### src/rtl/sha256_block_sequencer.sv
// Drives a SHA-256 compression core: pads a big-endian word stream into 512-bit
// blocks, issues start/done handshakes, chains H between blocks and emits the digest.
module sha256_block_sequencer #(
  parameter int unsigned CORE_TIMEOUT = 1024
) (
  input  logic             clk,
  input  logic             reset,
  input  logic             in_valid,
  output logic             in_ready,
  input  logic [31:0]      in_data,
  input  logic             in_last,
  input  logic [1:0]       in_bytes,
  output logic             core_start,
  output logic [15:0][31:0] core_message,
  output logic [7:0][31:0] core_in,
  input  logic             core_done,
  input  logic [7:0][31:0] core_sha256,
  output logic [7:0][31:0] digest,
  output logic             digest_valid,
  output logic             error,
  output logic             busy
);

  localparam logic [2:0] IDLE  = 3'd0;
  localparam logic [2:0] FILL  = 3'd1;
  localparam logic [2:0] PAD   = 3'd2;
  localparam logic [2:0] LEN   = 3'd3;
  localparam logic [2:0] START = 3'd4;
  localparam logic [2:0] WAIT  = 3'd5;

  localparam logic [7:0][31:0] IV = {
    32'h5be0cd19, 32'h1f83d9ab, 32'h9b05688c, 32'h510e527f,
    32'ha54ff53a, 32'h3c6ef372, 32'hbb67ae85, 32'h6a09e667
  };

  logic [2:0]       state_reg;
  logic [4:0]       idx_reg;
  logic [63:0]      bitlen_reg;
  logic [7:0][31:0] h_reg;
  logic [7:0][31:0] digest_reg;
  logic             digest_valid_reg;
  logic             marker_pending_reg;
  logic             pad_begun_reg;
  logic             final_reg;
  logic [31:0]      wait_cnt_reg;
  logic [31:0]      msg_buf [16];

  logic        accept;
  logic        pad_write;
  logic        timeout_hit;
  logic [31:0] word_in;
  logic [5:0]  add_bits;

  // A short last word keeps its leading bytes and carries the 0x80 marker itself.
  always_comb begin
    word_in  = in_data;
    add_bits = 6'd32;
    if (in_last) begin
      case (in_bytes)
        2'd1: begin word_in = {in_data[31:24], 8'h80, 16'h0000}; add_bits = 6'd8;  end
        2'd2: begin word_in = {in_data[31:16], 8'h80, 8'h00};    add_bits = 6'd16; end
        2'd3: begin word_in = {in_data[31:8], 8'h80};            add_bits = 6'd24; end
        default: ;
      endcase
    end
  end

  assign in_ready    = !reset && ((state_reg == IDLE) || (state_reg == FILL));
  assign accept      = in_valid && in_ready;
  assign pad_write   = (state_reg == PAD) && (idx_reg != 5'd16) &&
                       !((idx_reg == 5'd14) && !marker_pending_reg);
  assign timeout_hit = (CORE_TIMEOUT != 0) && (wait_cnt_reg == CORE_TIMEOUT - 1);
  assign core_start  = !reset && (state_reg == START);
  assign error       = !reset && (state_reg == WAIT) && !core_done && timeout_hit;
  assign busy        = !reset && (state_reg != IDLE);
  assign core_in     = h_reg;
  assign digest      = digest_reg;
  assign digest_valid = digest_valid_reg;

  generate
    for (genvar gi = 0; gi < 16; gi++) begin : g_msg
      assign core_message[gi] = msg_buf[gi];
    end
  endgenerate

  always_ff @(posedge clk) begin
    if (!reset) begin
      if (accept) begin
        msg_buf[idx_reg[3:0]] <= word_in;
      end else if (pad_write) begin
        msg_buf[idx_reg[3:0]] <= marker_pending_reg ? 32'h8000_0000 : 32'h0000_0000;
      end else if (state_reg == LEN) begin
        msg_buf[14] <= bitlen_reg[63:32];
        msg_buf[15] <= bitlen_reg[31:0];
      end
    end
  end

  always_ff @(posedge clk) begin
    if (reset) begin
      state_reg          <= IDLE;
      idx_reg            <= 5'd0;
      bitlen_reg         <= 64'd0;
      h_reg              <= IV;
      digest_reg         <= '0;
      digest_valid_reg   <= 1'b0;
      marker_pending_reg <= 1'b0;
      pad_begun_reg      <= 1'b0;
      final_reg          <= 1'b0;
      wait_cnt_reg       <= 32'd0;
    end else begin
      digest_valid_reg <= 1'b0;
      case (state_reg)
        IDLE, FILL: begin
          if (accept) begin
            idx_reg    <= idx_reg + 5'd1;
            bitlen_reg <= bitlen_reg + {58'd0, add_bits};
            if (in_last) begin
              marker_pending_reg <= (in_bytes == 2'd0);
              pad_begun_reg      <= 1'b1;
              state_reg          <= PAD;
            end else if (idx_reg == 5'd15) begin
              final_reg <= 1'b0;
              state_reg <= START;
            end else begin
              state_reg <= FILL;
            end
          end
        end
        PAD: begin
          if (idx_reg == 5'd16) begin
            final_reg <= 1'b0;
            state_reg <= START;
          end else if ((idx_reg == 5'd14) && !marker_pending_reg) begin
            state_reg <= LEN;
          end else begin
            marker_pending_reg <= 1'b0;
            idx_reg            <= idx_reg + 5'd1;
          end
        end
        LEN: begin
          final_reg <= 1'b1;
          state_reg <= START;
        end
        START: begin
          idx_reg      <= 5'd0;
          wait_cnt_reg <= 32'd0;
          state_reg    <= WAIT;
        end
        WAIT: begin
          if (core_done) begin
            h_reg <= core_sha256;
            if (final_reg) begin
              digest_reg       <= core_sha256;
              digest_valid_reg <= 1'b1;
              h_reg            <= IV;
              bitlen_reg       <= 64'd0;
              pad_begun_reg    <= 1'b0;
              state_reg        <= IDLE;
            end else begin
              state_reg <= pad_begun_reg ? PAD : FILL;
            end
          end else if (timeout_hit) begin
            h_reg              <= IV;
            bitlen_reg         <= 64'd0;
            idx_reg            <= 5'd0;
            marker_pending_reg <= 1'b0;
            pad_begun_reg      <= 1'b0;
            state_reg          <= IDLE;
          end else begin
            wait_cnt_reg <= wait_cnt_reg + 32'd1;
          end
        end
        default: state_reg <= IDLE;
      endcase
    end
  end

endmodule

### config.mk
export PLATFORM = sky130hd
export DESIGN_NAME = sha256_block_sequencer
export DESIGN_NICKNAME = d
export VERILOG_FILES = /design/src/rtl/sha256_block_sequencer.sv
export SDC_FILE = /design/constraint.sdc
export NUM_CORES = 2
export LEC_CHECK = 0
export CORE_AREA = 5 5 507 509
export CTS_CLUSTER_SIZE = 25
export DETAILED_ROUTE_END_ITERATION = 7
export DIE_AREA = 0 0 512 514
export GPL_ROUTABILITY_DRIVEN = 0
export SLEW_MARGIN = 5
export SYNTH_ARGS = -nofsm -noshare
export SYNTH_HDL_FRONTEND = slang
export SYNTH_SLANG_ARGS = --single-unit
### constraint.sdc
create_clock -name clk -period 8.9 [get_ports clk]
set_input_delay 0.89 -clock clk [delete_from_list [all_inputs] [get_ports clk]]
set_output_delay 0.89 -clock clk [all_outputs]
set_load 0.01 [all_outputs]
==> impl_results.md <==
* Most common cell after layout, fill and taps aside: clkdlybuf4s50_1
* CTS tree: done
* CTS max path bufs at 3
* CP Max Fanout at 20
* Kind of end point of the critical path: primary output
* Initial drt markers at 3302
* PwrDens at 191 nW/µm²
* R2R depth at 6
* Fmax at 0.234 GHz
* Post-synth EDFFs at 512
* Synthesized instance count at between 3000 and 4000
* Compound-gate portion of the synthesized area at 0.0929
* Top-Level Pins at approximately 1300
* Placed cell area at 57000 µm²
* Maxcap violations at 0
* Hold_ws at between 0.4 and 0.5 ns
* First-pass GRT wire length at 276000 µm
* Gr usage total at 0.148
* Routed len/inst at about 24 µm
* Share of layout cells above drive strength 1 at 0.0637
* Slew Limit Headroom at 0.148
* CTS Sinks at roughly 1100
* Core Box Area at 253000 µm²
* Post-synthesis simple-gate area fraction at 0.172
* Largest net degree at the start of global routing at 202
* Vias in the first global route at 33044
* DR vias/cell at 4.05
* Chip height at about 510 µm
* DRT Pass-1 Iters at 6
* Post-route insts no fill at between 8000 and 9000
* Max reg flops at about 510
* Fin. Hold Viols at 0
* Total power at 11.8 mW
* Final ANT Viol Nets at 0
* H-tree Lvls at 4
* Main combinational cell family by area after synthesis: simple AND/OR/NAND/NOR gates
* Seq/Total Area, Yosys at 0.694
* Final instance area at 61700 µm²
* Worst-Margin Slew at 1.28 ns
* Num CTS Buffers at 132
* Detailed-route via count at 34165
* Final Skew at 0.0568 ns
* Initial core utilization at 0.158
* Async S/R FF share, synth at 0
* Die area at 263000 µm²
* Fill cells at 26449
* Setup TNS at 0 ns
* Distinct cells, synth at a little over 60
* Area share of fa/ha/maj cells after synthesis at 0.00332
* Crit path time final at approximately 4.3 ns
* RSZ-0062 raised after global routing: false
* Remaining DRCs at 0
* Clk Latency, worst-skew pair at between 0.7 and 0.8 ns
* Post-layout net count at 5254
* Peak VDD IR at 0.155 mV
* Status: completed
* Prevailing post-synth register cell: dfxtp_1
* Buffers on Ports at 1323
* Die Width at 512 µm
* # rows at ~190
* Startpoint Class: register
* Synth warn at 0
* Setup Fix Bufs, Post-CTS at 0
* Area Overhead vs Synth at 54.5%
* Syn Area/Cell at roughly 11 µm²
* Clock transition at the registers of the reported paths at 0.06 ns
* Crit Path Category: register to primary output
* Slew Viols, Final at 0
* Commonest non-fill, non-tap cells in the layout: 1322 x clkdlybuf4s50_1, 800 x nand2_1, 617 x dfxtp_1
* Synth Area in XOR/XNOR at 0.0118
* Hold/Removal Path Class: register to register
* Mux share of post-synthesis cell area at 0.000282
* Placed insts at 8181
* Placed wire-length estimate at ~160000 µm
* Post-synthesis net count at ~4000
* Seq cells post-synth at 1129
* Worst hold path cell count at 2
* CP required at 8.01 ns
* Worst path arrival time at 3.39 ns
* Final setup viols at 0
* Pleak at ~20 nW
* Initial antenna violation count at 44
* Remaining global-route overflow at 0
* Fin crit share at 0.480
* Drt total wl at 206000 µm
* Mapped Area at 40000 µm²
* Root buffer cell: clkbuf_16
* # resized after CTS at 0
* Hold Buf Count CTS at 0
[stage by stage]
stage | setup slack (ns) | util
after CTS | 4.58 | 0.244
after global routing | 4.48 | 0.244
after detailed placement | 4.28 | 0.226
after floorplan | 5.60 | -
after global placement | 4.39 | 0.226
final | 4.62 | 0.244
[layer usage]
metal / vias to the layer above / routed length [µm] / track usage / share of wire
met5: - / 118 / 0 / 0.00057
li1: 15397 / - / - / -
met1: 16541 / 72600 / 0.159 / 0.35
met4: 20 / 10400 / 0.0707 / 0.051
met3: 329 / 21100 / 0.0553 / 0.10
met2: 1878 / 101000 / 0.257 / 0.49
[final cells by class]
cell class              count  area (µm²)  area share
well taps                3366        4210      0.0682
diodes                     13        32.5    0.000527
repair buffers           1378       13700       0.222
clock inverters            70         987      0.0160
clock buffers             171        3660      0.0593
multi-input cells        2292       11300       0.183
inverters                  16        61.3    0.000993
flip-flops and latches   1129       27700       0.449
[worst paths after layout]
kind | start | slack [ns] | end
setup / recovery | state_reg[0] | 4.62 | error
hold / removal | core_in[149] | 0.45 | core_in[149]
setup reg to reg | state_reg[1] | 4.95 | msg_buf[8][12]
hold reg to reg | core_in[149] | 0.45 | core_in[149]
[synth_stat cells, types with 36 or more instances]
master / n / area, µm²
edfxtp_1: 512 / 15400
and2_1: 46 / 288
a21oi_1: 423 / 2120
dfxtp_1: 617 / 12400
nand3_1: 157 / 786
xnor2_1: 36 / 315
nor3_1: 163 / 816
clkbuf_1: 215 / 807
o21ai_0: 119 / 596
nand2_1: 801 / 3010
o21bai_1: 53 / 398
nor2_1: 235 / 882
[worst max-delay path, cell delays in order (launching register included)]
cell             delay (ns)
dfxtp_1                0.79
and3b_1                0.71
nand2b_1               0.23
nor3_1                 0.24
clkdlybuf4s50_1        0.63
[kinds of logic (layout without fill, tap and decap cells)]
| kind of cell | count (synthesis) | after routing |
|---|---|---|
| buffers and inverters | 263 | 1635 |
| muxes | 1 | 1 |
| other | 0 | 13 |
| AOI/OAI and AO/OA | 672 | 672 |
| DFF | 1129 | 1129 |
| and+or+nand+nor | 1555 | 1555 |
| adders and majority gates | 10 | 10 |
| xor gates and xnor gates | 54 | 54 |
[power breakdown]
part           total [mW]  switching (mW)  internal (mW)
Clock                5.73            2.44           3.30
Sequential           5.49          0.0186           5.47
Combinational       0.574           0.365          0.209
Total                11.8            2.82           8.98
(Power assumes the default switching activity.)
